File: src/rtl/branch_redirect_ctrl.sv
// Branch resolution receiver: queues resolved branches, updates the predictor, and on a mispredict flushes the ROB and redirects fetch.
// Optional stat counters are enabled with `define BRANCH_REDIRECT_STATS_EN.
module branch_redirect_ctrl #(
  parameter int QDEPTH    = 4,
  parameter int ROB_TAG_W = 6
) (
  input  logic                 clk_in,
  input  logic                 rst_in,
  input  logic                 bru_valid_in,
  output logic                 bru_ready_out,
  input  logic                 bru_taken_in,
  input  logic [18:0]          bru_offset_in,
  input  logic [63:0]          bru_pc_in,
  input  logic                 bru_pred_taken_in,
  input  logic [63:0]          bru_pred_target_in,
  input  logic [ROB_TAG_W-1:0] bru_rob_tag_in,
  output logic                 flush_out,
  output logic [ROB_TAG_W-1:0] flush_tag_out,
  output logic                 redirect_valid_out,
  output logic [63:0]          redirect_pc_out,
  input  logic                 fe_ready_in,
  output logic                 bp_update_valid_out,
  output logic [63:0]          bp_update_pc_out,
  output logic                 bp_update_taken_out,
`ifdef BRANCH_REDIRECT_STATS_EN
  output logic [63:0]          bp_update_target_out,
  output logic [31:0]          stat_branches_out,
  output logic [31:0]          stat_mispredicts_out
`else
  output logic [63:0]          bp_update_target_out
`endif
);

  localparam int PTR_W = $clog2(QDEPTH);
  localparam logic [1:0] ST_IDLE     = 2'd0;
  localparam logic [1:0] ST_FLUSH    = 2'd1;
  localparam logic [1:0] ST_REDIRECT = 2'd2;

  typedef struct packed {
    logic                 taken;
    logic [18:0]          offset;
    logic [63:0]          pc;
    logic                 pred_taken;
    logic [63:0]          pred_target;
    logic [ROB_TAG_W-1:0] tag;
  } entry_t;

  entry_t               fifo_q [QDEPTH];
  entry_t               head_s;
  logic [PTR_W:0]       wr_ptr_q, wr_ptr_d, rd_ptr_q, rd_ptr_d;
  logic [1:0]           state_q, state_d;
  logic                 empty_s, full_s, push_s, pop_s, mispredict_s;
  logic [63:0]          actual_pc_s;
  logic                 bp_valid_q, bp_valid_d, bp_taken_q, bp_taken_d;
  logic [63:0]          bp_pc_q, bp_pc_d, bp_target_q, bp_target_d;
  logic                 flush_q, flush_d, redir_valid_q, redir_valid_d;
  logic [ROB_TAG_W-1:0] flush_tag_q, flush_tag_d;
  logic [63:0]          redir_pc_q, redir_pc_d;

  assign empty_s       = (wr_ptr_q == rd_ptr_q);
  assign full_s        = (wr_ptr_q[PTR_W] != rd_ptr_q[PTR_W]) &&
                         (wr_ptr_q[PTR_W-1:0] == rd_ptr_q[PTR_W-1:0]);
  assign bru_ready_out = !full_s && (state_q == ST_IDLE);
  assign push_s        = bru_valid_in && bru_ready_out;
  assign pop_s         = (state_q == ST_IDLE) && !empty_s;
  assign head_s        = fifo_q[rd_ptr_q[PTR_W-1:0]];
  // Offset is already a byte offset; the sum wraps modulo 2^64.
  assign actual_pc_s   = head_s.pc + {{45{head_s.offset[18]}}, head_s.offset};
  assign mispredict_s  = (head_s.taken != head_s.pred_taken) ||
                         (actual_pc_s != head_s.pred_target);

  always_ff @(posedge clk_in) begin
    if (push_s) begin
      fifo_q[wr_ptr_q[PTR_W-1:0]] <= '{bru_taken_in, bru_offset_in, bru_pc_in,
                                       bru_pred_taken_in, bru_pred_target_in,
                                       bru_rob_tag_in};
    end
  end

  always_comb begin
    state_d       = state_q;
    wr_ptr_d      = wr_ptr_q + {{PTR_W{1'b0}}, push_s};
    rd_ptr_d      = rd_ptr_q + {{PTR_W{1'b0}}, pop_s};
    bp_valid_d    = 1'b0;
    bp_taken_d    = bp_taken_q;
    bp_pc_d       = bp_pc_q;
    bp_target_d   = bp_target_q;
    flush_d       = 1'b0;
    flush_tag_d   = flush_tag_q;
    redir_valid_d = redir_valid_q;
    redir_pc_d    = redir_pc_q;
    case (state_q)
      ST_IDLE: begin
        if (pop_s) begin
          bp_valid_d  = 1'b1;
          bp_taken_d  = head_s.taken;
          bp_pc_d     = head_s.pc;
          bp_target_d = actual_pc_s;
          if (mispredict_s) begin
            state_d     = ST_FLUSH;
            flush_d     = 1'b1;
            flush_tag_d = head_s.tag;
            redir_pc_d  = actual_pc_s;
          end else begin
            state_d = ST_IDLE;
          end
        end else begin
          state_d = ST_IDLE;
        end
      end
      // Everything still queued is younger than the mispredicted branch.
      ST_FLUSH: begin
        wr_ptr_d      = '0;
        rd_ptr_d      = '0;
        redir_valid_d = 1'b1;
        state_d       = ST_REDIRECT;
      end
      ST_REDIRECT: begin
        if (fe_ready_in) begin
          redir_valid_d = 1'b0;
          state_d       = ST_IDLE;
        end else begin
          state_d = ST_REDIRECT;
        end
      end
      default: begin
        state_d       = ST_IDLE;
        redir_valid_d = 1'b0;
      end
    endcase
  end

  always_ff @(posedge clk_in or posedge rst_in) begin
    if (rst_in) begin
      state_q       <= ST_IDLE;
      wr_ptr_q      <= '0;
      rd_ptr_q      <= '0;
      bp_valid_q    <= 1'b0;
      bp_taken_q    <= 1'b0;
      bp_pc_q       <= 64'd0;
      bp_target_q   <= 64'd0;
      flush_q       <= 1'b0;
      flush_tag_q   <= '0;
      redir_valid_q <= 1'b0;
      redir_pc_q    <= 64'd0;
    end else begin
      state_q       <= state_d;
      wr_ptr_q      <= wr_ptr_d;
      rd_ptr_q      <= rd_ptr_d;
      bp_valid_q    <= bp_valid_d;
      bp_taken_q    <= bp_taken_d;
      bp_pc_q       <= bp_pc_d;
      bp_target_q   <= bp_target_d;
      flush_q       <= flush_d;
      flush_tag_q   <= flush_tag_d;
      redir_valid_q <= redir_valid_d;
      redir_pc_q    <= redir_pc_d;
    end
  end

  assign flush_out            = flush_q;
  assign flush_tag_out        = flush_tag_q;
  assign redirect_valid_out   = redir_valid_q;
  assign redirect_pc_out      = redir_pc_q;
  assign bp_update_valid_out  = bp_valid_q;
  assign bp_update_pc_out     = bp_pc_q;
  assign bp_update_taken_out  = bp_taken_q;
  assign bp_update_target_out = bp_target_q;

`ifdef BRANCH_REDIRECT_STATS_EN
  logic [31:0] stat_br_q, stat_mp_q;

  always_ff @(posedge clk_in or posedge rst_in) begin
    if (rst_in) begin
      stat_br_q <= 32'd0;
      stat_mp_q <= 32'd0;
    end else begin
      stat_br_q <= stat_br_q + {31'd0, pop_s};
      stat_mp_q <= stat_mp_q + {31'd0, pop_s && mispredict_s};
    end
  end

  assign stat_branches_out    = stat_br_q;
  assign stat_mispredicts_out = stat_mp_q;
`endif

endmodule
File: config.mk
export PLATFORM = sky130hd
export DESIGN_NAME = branch_redirect_ctrl
export DESIGN_NICKNAME = d
export VERILOG_FILES = /design/src/rtl/branch_redirect_ctrl.sv
export SDC_FILE = /design/constraint.sdc
export NUM_CORES = 1
export LEC_CHECK = 0
export ABC_CLOCK_PERIOD_IN_PS = 29000
export BUFFER_PORTS_ARGS = -buffer_cell sky130_fd_sc_hd__buf_2
export CORE_UTILIZATION = 60
export CTS_CLUSTER_DIAMETER = 80
export DETAILED_ROUTE_END_ITERATION = 6
export GPL_TIMING_DRIVEN = 0
export PLACE_DENSITY = 0.82
export SLEW_MARGIN = 30
export SYNTH_ARGS = -nofsm -noshare
export SYNTH_HDL_FRONTEND = slang
export SYNTH_SLANG_ARGS = --single-unit
File: constraint.sdc
create_clock -name clk_in -period 29 [get_ports clk_in]
set_input_delay 1.45 -clock clk_in [delete_from_list [all_inputs] [get_ports clk_in]]
set_output_delay 1.45 -clock clk_in [all_outputs]
set_load 0.1 [all_outputs]
Word level (Yosys, flattened, before mapping). Memories as Yosys holds them, arrays and structs flattened. Cells that the tools add are included.

Bits in registers: 210. Memory bits (writable): 620. Bits of input ports: 159. Output and inout port bits: 203. Word-level logic and storage cells: 50. Memories: 1.

Add/subtract/negate cells: 3. Equality and inequality tests: 8. Muxes and demuxes: 15. Bitwise logic cells: 1. Reductions and logical operators: 11.

Memory list: fifo_q (depth 4, bits a word 155, rd ports 1, clocked after Yosys merged registers in 0, write ports 1, line 48) `entry_t fifo_q [QDEPTH];`.

Operators by type and width (number): $add 64x64->64 (1); $ne 64x64->1 (1); $mux 1 (9); $add 3x1->3 (2); $mux 3 (2); $pmux 2 s3 (1); $logic_and 1x1->1 (4); $mux 2 (2); $reduce_and 2->1 (2); $eq 3x3->1 (1); $pmux 1 s3 (1); $reduce_and 3->1 (1); $eq 2x1->1 const B (1); $eq 2x2->1 (1); $eq 2x2->1 const B (1); $logic_not 1->1 (2); $logic_not 2->1 (1); $ne 1x1->1 (2); $ne 2x2->1 const B (1); $logic_or 1x1->1 (1); $not 1->1 (1).

Logic depth before layout (Yosys ltp). Gate-level depths: netlist (run 1).

Depth in word-level cells: 7. Depth in mapped cells: 26.

Worst setup path after synthesis (run 1). Ideal clock, no wire load.

Path kind: register to register. From: reg rd_ptr_q[0]. To: mem fifo_q[1][0] (netlist name) (enable). Library setup time: 0.892 ns. Arrival: 15.594 ns. Path slack: 12.514 ns. Stages on the path, launching flop included: 12. Buffers on the path: 6. Clock period less this slack: 16.486 ns. Cells stage by stage: dfrtp_1 -> buf_2 -> buf_4 -> buf_4 -> buf_4 -> buf_2 -> buf_2 -> xor2_1 -> nor3_1 -> nor3_1 -> nand2_1 -> nor3b_1.

Longest elaborated chain between the ends: 7.

Ends and longest elaborated chain: from (decl) (line 50) `logic [PTR_W:0] wr_ptr_q, wr_ptr_d, rd_ptr_q, rd_ptr_d;`; from (signal assigned) (line 149) `rd_ptr_q <= rd_ptr_d;`; $eq 2x2->1 (line 62) `(wr_ptr_q[PTR_W-1:0] == rd_ptr_q[PTR_W-1:0]);`; $logic_and 1x1->1 (line 61) `assign full_s = (wr_ptr_q[PTR_W] != rd_ptr_q[PTR_W]) &&`; $logic_not 1->1 (line 63) `assign bru_ready_out = !full_s && (state_q == ST_IDLE);`; $logic_and 1x1->1 (line 63); net bru_ready_out (line 10) `output logic bru_ready_out,`; $logic_and 1x1->1 (line 64) `assign push_s = bru_valid_in && bru_ready_out;`; $mux 1 (line 73) `if (push_s) begin`; $mux 1 (not written as such) (line 74) `fifo_q[wr_ptr_q[PTR_W-1:0]] <= '{bru_taken_in, bru_offset_in, bru_pc_in,`; to (decl) (line 48).

The timed path passes the listed nets, and every way through them passes these cells.

Worst setup path after layout (run 1).
From: reg rd_ptr_q[1]. To: reg redir_pc_q[49], in the netlist redirect_pc_out[49].

Longest elaborated chain between the ends: 5. Elaborated cells between the ends (all ways): 9. Those cells by class: add/sub: 1; eq/ne: 3; reduce/logical: 4; memory: 1.

Ends and longest elaborated chain: $mem_v2 4x155; $add 64x64->64 (line 68) `assign actual_pc_s = head_s.pc + {{45{head_s.offset[18]}}, head_s.offset};`; $ne 64x64->1 (line 70) `(actual_pc_s != head_s.pred_target);`; $logic_or 1x1->1 (line 69) `assign mispredict_s = (head_s.taken != head_s.pred_taken) ||`; $reduce_and 3->1 (no line); to (signal assigned) (line 157) `redir_pc_q <= redir_pc_d;`; to (decl) (line 58) `logic [63:0] redir_pc_q, redir_pc_d;`.

Parallel ways exist; a longest one is shown, timed or not. A chain may end at the register's enable or synchronous reset.

==> flow_summary.toml, run 1 <==
[critical_path]
cp.required_ns = 29.52
start_kind = "flip-flop"
crit_arrival_ns = 11.29
critPathCaptureType = "flip-flop"
critPathKind = "reg -> reg"
critPathMaxFanout = 10

[job]
drv_cap = 0

[grt]
antenna_found_initial = 24
grt-ovfl-total = 0
grt_pass1_wl_mm = 165.0
grt_max_degree = 83
grt_pass1_vias = 25611
grt_util_all_layers_pct = 36.33

[die]
num_rows = 90
die-area_um2 = 62570
die_h_um = 250.1
core_area_um2 = 60580
start_util_pct = 60.98
floorplan.die.width_um = 250.1
num_io_pins = 362

[timing]
period_share_pct = 37.15
fin_setup_tns_ns = 0
setup_viol_count_final = 0
finalClockSkew_ns = 0.02644
period_minus_slack_ns = 10.77
rsz0062_at_grt = "no"
fmax_mhz = 92.83
worst_pin_slew_ns = 1.092
timing.slew.headroom_pct = 27.20
slew_violations = 0
hold_viol_final = 0

[synth]
synth_top_area_cell = "edfxtp_1"
synth_cell_types = 87
async_flop_share_pct = 25.21
yosysTopAreaCellShare_pct = 50.40
syn_inst = 2581
synthesis.nets = 2808
avgSynthCellArea_um2 = 14.31
synth-edff-count = 620
synth-seq-cells = 829
ys_warn_count = 0
yosysSeqAreaShare_pct = 64.55
synth-main-ff-cell = "edfxtp_1"
yosys-top-cells-area = "edfxtp_1, dfrtp_1, mux4_2, nand2_1, ha_1"
syn_area_um2 = 36940

[placement]
gp_congestion = 0.9508
placed_area_um2 = 40580
portBuffers = 361
dp_hpwl_mm = 81.09

[run_status]
status = "finished clean"

[layout]
area_growth_syn_to_layout_pct = 17.23
ff_latch_area_um2 = 23850
stdcell_area_um2 = 43310
fillCellCount = 3856
multi_input_area_um2 = 12460
layout.nets = 3318
drive_above_1_share_pct = 25.17

[clocking]
clock-sinks = 829
clk_latency_ns = 0.65
cts_tree = "built"
cts-htree-levels = 3
numCtsBuffers = 82
clockBufferDepth = 3
cts_root_buf = "clkbuf_16"
postCtsSetupRepairBufs = 0
cts.reportedPaths.clkPinSlew_ns = 0.07
cts_resized = 0
postCtsHoldBufs = 0

[route]
drc = 0
num_vias = 25581
wire_per_inst_um = 28.45
ant_nets = 0
dr.pass1.iters = 6
post_drt_via_cell_ratio = 6.455
totalWireLength_mm = 112.7
drt-initial-drc-count = 2915

[min_path]
hold_path.class = "reg -> reg"
## synth_stat cells (8+ instances only)
library cell	count
buf_1	17
mux2_1	39
nand2b_1	12
a211o_1	26
o21a_1	21
nand2_1	497
inv_1	38
o21ai_1	8
o21ai_0	77
ha_1	67
or3_1	15
and3_1	10
nand4_1	34
buf_2	29
nor2_1	120
a21oi_1	97
edfxtp_1	620
mux4_2	154
nand3_1	23
xor2_1	39
dfrtp_1	209
a211oi_1	15
o211ai_1	16
o2111ai_1	13
xnor3_1	11
and4_1	10
xnor2_1	47
clkbuf_1	69
mux2i_1	36
a21o_1	16
nor3_1	24
and2_1	17
## cells in the final DEF, fill, tap and decap left out, types with 37 or more instances in the layout
master	Yosys	routed
buf_4	4	48
nor2_1	120	119
inv_1	38	37
o21ai_0	77	77
mux4_2	154	153
xnor2_1	47	47
edfxtp_1	620	620
nand2_1	497	497
xor2_1	39	39
mux2_1	39	39
a21oi_1	97	97
clkbuf_16	0	84
clkbuf_1	69	92
ha_1	67	67
buf_2	29	394
dfrtp_1	209	209
## registers in the layout, summed over array words and instances (netlist names)
name and count:
rd_ptr_q 3, wr_ptr_q 3, fifo_q 620, state_q 2
bp_update_pc_out 64, redirect_valid_out 1, bp_update_taken_out 1, bp_update_target_out 64
redirect_pc_out 64, bp_update_valid_out 1, flush_tag_out 6
## routing by layer
metal	share of wire, %	GRT usage (%)
met5	0.022	0
met2	49	60.41
met3	8.9	7.326
met1	35	44.67
met4	6.2	20.74
## layout make-up
class	count	area share [%]
Sequential cell	829	55.07
Multi-Input combinational cell	1591	28.76
Timing Repair Buffer	426	5.998
Clock buffer	128	5.605
Tap cell	782	2.259
Buffer	123	1.289
Clock inverter	24	0.5432
Inverter	38	0.3467
Antenna cell	22	0.1271
## worst paths after layout
path	start	to	slack, ns	cells after the start
worst max-delay path	rd_ptr_q[1]	redirect_pc_out[49]	18.23	22
worst min-delay path	bp_update_pc_out[28]	bp_update_pc_out[28]	0.47	2
worst max register to register	rd_ptr_q[1]	redirect_pc_out[49]	18.23	22
worst min register to register	bp_update_pc_out[28]	bp_update_pc_out[28]	0.47	2
max in group asynchronous	rst_in	bp_update_target_out[8]	27.01	4
min in group asynchronous	rst_in	bp_update_pc_out[48]	0.83	2
## cells by family after synthesis
kind of cell	synth area share [%]
flops	64.55
simple gates	9.595
buf+inv	1.856
mux	11.74
fa+ha+maj	2.323
compound gates	7.099
xor+xnor	2.838
## critical path, cell delays in order, from the launching register on
cell and delay (ns):
dfrtp_1 0.57, buf_2 0.38, buf_1 0.63, buf_1 0.64, clkbuf_2 0.63, clkbuf_1 0.65
clkbuf_1 0.62, mux4_2 0.43, ha_1 0.31, clkbuf_1 0.35, nand2_1 0.21, o21ai_0 0.60
a221oi_2 0.19, o31ai_1 0.65, xor2_1 0.49, xor2_1 0.13, or4_1 0.63, a2111o_1 0.33
nor4_2 0.33, nand4_2 0.51, o21ai_4 0.64, buf_6 0.29, mux2_1 0.37
## through the flow
stage | setup WS (ns) | std cells | hold WS [ns] | util [%]
final | 18.23 | 3963 | 0.4698 | 71.48
after global routing | 17.90 | 3959 | 0.4881 | 71.47
after CTS | 18.50 | 3941 | 0.4716 | 71.37
after detailed placement | 18.61 | 3789 | 0.4574 | 66.98
after global placement | 4.139 | 3724 | 0.4555 | 65.58
after floorplan | 12.51 | 2581 | 0.5141 | -
Power of run 1 is left out: the tool's default activity adds up to more than one toggle a clock period on the data nets, which glitch-free logic cannot reach.
==> run 2, diff against run 1 <==
Settings changed: ABC_CLOCK_PERIOD_IN_PS 29000 to 10000, CORE_UTILIZATION 60 to 59, PLACE_DENSITY 0.82 to 0.81.
Clock period 29 ns to 10 ns, I/O delays scaled along.
==> run 2 against run 1 <==
  * Wire length shrank 1.6%
  * Setup slack lost 18 ns
  * Via count shrank 0.45%
  * Global-route usage shrank 1.3 points
  * Sequential share of layout area shrank 0.30 points
  * First-iteration DRC count shrank 6.0%
  * Flip-flop and latch count is the same
  * Critical path type unchanged
  * Clock-buffer cell count shrank 18
  * Clock skew grew 0.0037 ns
==> flow_summary.toml, run 2 (synthesis results as in run 1) <==
[layout]
area_growth_syn_to_layout_pct = 17.87
stdcell_area_um2 = 43540
layout.nets = 3306
final_util_pct = 70.43
layout_common_cells = "edfxtp_1, nand2_1, buf_2"
fillCellCount = 3955
drive_above_1_share_pct = 25.06
largest_reg_flops = 620
layout_commonest_cell = "edfxtp_1"

[clocking]
cts_root_buf = "clkbuf_16"
cts_tree = "built"
clockBufferDepth = 3
numCtsBuffers = 83
cts-htree-levels = 3
cts.reportedPaths.clkPinSlew_ns = 0.06
clock-sinks = 829
clk_latency_ns = 0.65

[timing]
period_share_pct = 96.95
fmax_mhz = 103.1
slew_violations = 0
period_minus_slack_ns = 9.695
layout_setup_ws_ns = 0.3049
setup_viol_count_final = 0
hold_viol_final = 0
timing.slew.headroom_pct = 27.40
worst_pin_slew_ns = 1.072
finalClockSkew_ns = 0.03012
rsz0062_at_grt = "no"

[placement]
post-place-ws_ns = -0.4657
portBuffers = 361
dp_hpwl_mm = 80.87
gp_congestion = 0.9526
placed_area_um2 = 40650

[die]
floorplan.die.width_um = 252.2
start_util_pct = 59.75
core_area_um2 = 61830
num_io_pins = 362
die-area_um2 = 63620
num_rows = 91
die_h_um = 252.2

[grt]
grt-ovfl-total = 0
antenna_found_initial = 19
grt_pass1_vias = 25553
grt_util_all_layers_pct = 35.07
grt_max_degree = 90
grt_pass1_wl_mm = 161.8

[critical_path]
critPathCaptureType = "flip-flop"
critPathKind = "reg -> reg"
start_kind = "flip-flop"
critPathMaxFanout = 10
cp.required_ns = 10.50
crit_arrival_ns = 10.20

[route]
num_vias = 25465
ant_nets = 0
dr.pass1.iters = 5
totalWireLength_mm = 110.9
drc = 0
drt-initial-drc-count = 2740
wire_per_inst_um = 27.71
post_drt_via_cell_ratio = 6.363

[job]
drv_cap = 0

[min_path]
hold_path.class = "in -> reg"

[run_status]
status = "finished clean"
==> run 2: path summary, 6_finish.rpt <==
kind                                      start                    to  slack [ns]  depth (start not counted)
max reg2reg                         rd_ptr_q[0]   redirect_pc_out[54]        0.30                         25
max in group asynchronous                rst_in      flush_tag_out[2]        8.69                          4
max                                 rd_ptr_q[0]   redirect_pc_out[54]        0.30                         25
min reg2reg                bp_update_pc_out[61]  bp_update_pc_out[61]        0.47                          2
min in group asynchronous                rst_in  bp_update_pc_out[54]        0.44                          3
min                            bru_offset_in[3]        fifo_q[3][138]        0.07                          1
==> run 2: layout make-up <==
type / instances / area [µm²] / area share [%]
Clock buffer: 110 / 2291 / 5.261
Tap cell: 837 / 1047 / 2.405
Inverter: 38 / 150.1 / 0.3448
Multi-Input combinational cell: 1591 / 12480 / 28.67
Sequential cell: 829 / 23850 / 54.77
Clock inverter: 45 / 460.4 / 1.057
Timing Repair Buffer: 413 / 2639 / 6.060
Buffer: 123 / 585.6 / 1.345
Antenna cell: 16 / 40.04 / 0.09195
==> run 2: stage by stage <==
step | instances | setup TNS [ns] | hold slack (ns)
after floorplan | 2581 | -327.68 | 0.5141
after global placement | 3779 | -1964.29 | 0.4528
after detailed placement | 3828 | -20.40 | 0.4568
after CTS | 3984 | 0 | 0.04277
after global routing | 3999 | 0 | 0.06197
final | 4002 | 0 | 0.06570
==> run 2: critical path: stages (launching register included) <==
cell and delay, ns:
dfrtp_1 0.35, buf_2 0.34, buf_4 0.31, buf_4 0.28
buf_4 0.29, buf_2 0.40, clkbuf_4 0.47, clkdlybuf4s18_2 0.53
clkdlybuf4s15_2 0.52, mux4_2 0.59, ha_1 0.28, buf_2 0.18
a21oi_1 0.38, o21ai_1 0.23, a221o_1 0.48, o2111ai_1 0.59
o211ai_1 0.22, a311oi_2 0.62, xnor2_1 0.26, nand3_1 0.19
nor4_2 0.47, nand4_2 0.48, o21ai_4 0.31, buf_12 0.17
buf_6 0.21, mux2_1 0.35
==> run 2: per-layer routing <==
layer  global-route usage (%)  up-vias  routed length (µm)
met1                    42.90    12819               39730
met3                    8.105      339                9785
li1                         -    10844                   -
met5                        0        -                  34
met2                    58.80     1457               55340
met4                    17.59        6                6007
==> run 2: repair_timing <==
action,CTS,global route
pin swaps,0,1
hold buffers,1,0
gates resized for setup,13,4
setup endpoints to repair,66,56
endpoints found under the hold margin,56,0
buffers inserted,0,2
gates cloned,0,0
Power of run 2 is left out for the same reason.
==> run 3, diff against run 2 <==
--- a/config.mk
+++ b/config.mk
@@ -8,9 +8,10 @@
 export ABC_CLOCK_PERIOD_IN_PS = 10000
 export BUFFER_PORTS_ARGS = -buffer_cell sky130_fd_sc_hd__buf_2
-export CORE_UTILIZATION = 59
+export CORE_UTILIZATION = 60
+export CTS_BUF_LIST = sky130_fd_sc_hd__clkbuf_4 sky130_fd_sc_hd__clkbuf_8
 export CTS_CLUSTER_DIAMETER = 80
 export DETAILED_ROUTE_END_ITERATION = 6
 export GPL_TIMING_DRIVEN = 0
-export PLACE_DENSITY = 0.81
+export PLACE_DENSITY = 0.82
 export SLEW_MARGIN = 30
 export SYNTH_ARGS = -nofsm -noshare
==> constraint.sdc (replaced) <==
create_clock -name clk_in -period 10 [get_ports clk_in]
set_input_delay 2 -clock clk_in [delete_from_list [all_inputs] [get_ports clk_in]]
set_output_delay 2 -clock clk_in [all_outputs]
set_load 0.1 [all_outputs]
==> run 3 against run 2 <==
  * Global-route usage grew 0.095 points
  * Fmax grew 0.36%
  * Critical path depth shrank 3
  * Utilization grew 1.4 points
  * Cell area is essentially flat
  * First-iteration DRC count grew 5.0%
  * Non-clock buffer count shrank 2
==> flow_summary.toml, run 3 (synthesis results as in run 1) <==
[clocking]
cts_tree = "built"
cts_root_buf = "clkbuf_8"
clk_latency_ns = 0.80
cts-htree-levels = 4
cts.reportedPaths.clkPinSlew_ns = 0.06
numCtsBuffers = 133
clock-sinks = 829
clockBufferDepth = 3

[min_path]
hold_end = "bp_update_pc_out[57]"
hold_path.class = "reg -> reg"
min_path_cells = 2
min_from = "bp_update_pc_out[57]"

[layout]
stdcell_area_um2 = 43540
largest_reg_flops = 620
drive_above_1_share_pct = 27.62
area_growth_syn_to_layout_pct = 17.86
layout.nets = 3354
layout_commonest_cell = "edfxtp_1"
fillCellCount = 3747
fin_cells = 4041
layout_common_cells = "edfxtp_1, nand2_1, buf_2"

[die]
die_h_um = 250.1
floorplan.die.width_um = 250.1
num_io_pins = 362
num_rows = 90
start_util_pct = 60.98
core_area_um2 = 60580
die-area_um2 = 62570

[route]
drt-initial-drc-count = 2876
ant_nets = 0
post_drt_via_cell_ratio = 6.383
dr.pass1.iters = 6
num_vias = 25795
totalWireLength_mm = 109.7
wire_per_inst_um = 27.14
drc = 0

[critical_path]
r2r-end = "redirect_pc_out[62]"
crit_arrival_ns = 10.34
critPathKind = "reg -> reg"
r2r_setup_slack_ns = 0.34
critPathCaptureType = "flip-flop"
r2r-start = "rd_ptr_q[1]"
cp.required_ns = 10.68
critPathMaxFanout = 19
start_kind = "flip-flop"
reg2reg_depth = 22

[timing]
holdWs_ns = 0.4664
fmax_mhz = 103.5
slew_violations = 0
timing.slew.headroom_pct = 34.98
rsz0062_at_grt = "no"
period_share_pct = 96.60
hold_viol_final = 0
worst_pin_slew_ns = 0.9753
period_minus_slack_ns = 9.660
setup_viol_count_final = 0
layout_setup_ws_ns = 0.3401
finalClockSkew_ns = 0.04257

[placement]
dp_cells = 3772
gp_congestion = 0.9731
dp_hpwl_mm = 80.97
post-place-ws_ns = -0.4508
placed_area_um2 = 40600
portBuffers = 361

[grt]
grt_pass1_wl_mm = 160.3
grt_max_degree = 88
grt_util_all_layers_pct = 35.17
antenna_found_initial = 22
grt-ovfl-total = 0
grt_pass1_vias = 25595

[run_status]
status = "finished clean"

[job]
drv_cap = 0
-- run 3: changes by cell type in the layout (fill, tap and decap cells not counted), moves of 4 or more --
| cell | before | now |
|---|---|---|
| bufinv_16 | 7 | 2 |
| clkbuf_1 | 81 | 63 |
| clkbuf_16 | 85 | 0 |
| clkbuf_4 | 2 | 53 |
| clkbuf_8 | 7 | 152 |
| clkinv_1 | 9 | 13 |
| clkinv_2 | 16 | 11 |
| diode_2 | 16 | 22 |
-- run 3: worst max-delay path by stage --
stage                startpoint  depth (start not counted)                  end  slack, ns
global route        rd_ptr_q[0]                         25  redirect_pc_out[60]       0.07
global placement    rd_ptr_q[1]                          9       fifo_q[1][139]      -4.81
CTS                 rd_ptr_q[1]                         21  redirect_pc_out[60]       0.18
finish              rd_ptr_q[1]                         22  redirect_pc_out[62]       0.34
floorplan           rd_ptr_q[0]                         11         fifo_q[1][0]      -1.09
detailed placement  rd_ptr_q[0]                         24  redirect_pc_out[51]      -0.45
-- run 3: area by class of cell --
class                           instances  area (µm²)  share of cell area (%)
Buffer                                122       576.8                   1.325
Clock buffer                          205        2490                   5.719
Inverter                               38       150.1                  0.3448
Timing Repair Buffer                  412        2636                   6.055
Tap cell                              782       978.4                   2.247
Sequential cell                       829       23850                   54.77
Clock inverter                         40       310.3                  0.7127
Antenna cell                           22       55.05                  0.1264
Multi-Input combinational cell       1591       12490                   28.70
-- run 3: worst max-delay path: stages, from the launching register on --
cell and delay, ns:
dfrtp_1 0.61, buf_2 0.37, buf_1 0.63, buf_1 0.58
buf_2 0.72, clkbuf_1 0.72, mux4_2 0.46, ha_1 0.31
clkbuf_1 0.29, nand4_1 0.17, a2111oi_0 0.55, a221oi_2 0.22
o31ai_2 0.46, xor2_1 0.47, xor2_1 0.13, or4_1 0.58
a2111o_1 0.32, nor4_2 0.34, nand4_2 0.50, o21ai_4 0.33
buf_12 0.17, buf_6 0.21, mux2_1 0.35
-- run 3: timing repair --
item | 4_1_cts | 5_1_grt
pin swaps | 0 | 1
setup endpoints to repair | 66 | 56
cloned | 0 | 0
hold endpoints to repair | 0 | 0
resized for setup | 11 | 3
hold buffers | 0 | 0
buffers inserted | 0 | 3
-- run 3: metrics by stage --
stage	TNS [ns]	utilization (%)
3_3_place_gp	-1854.24	65.60
3_5_place_dp	-19.06	67.01
4_1_cts	0	71.69
5_1_grt	0	71.85
2_1_floorplan	-327.68	-
6_report	0	71.87
-- run 3: layer usage --
metal	global-route usage, %	up-vias	wire [µm]
li1	-	10975	-
met1	44.73	13044	40440
met2	58.67	1483	55130
met3	5.965	293	8773
met4	18.05	0	5333
met5	0	-	0
Power of run 3 is left out for the same reason.
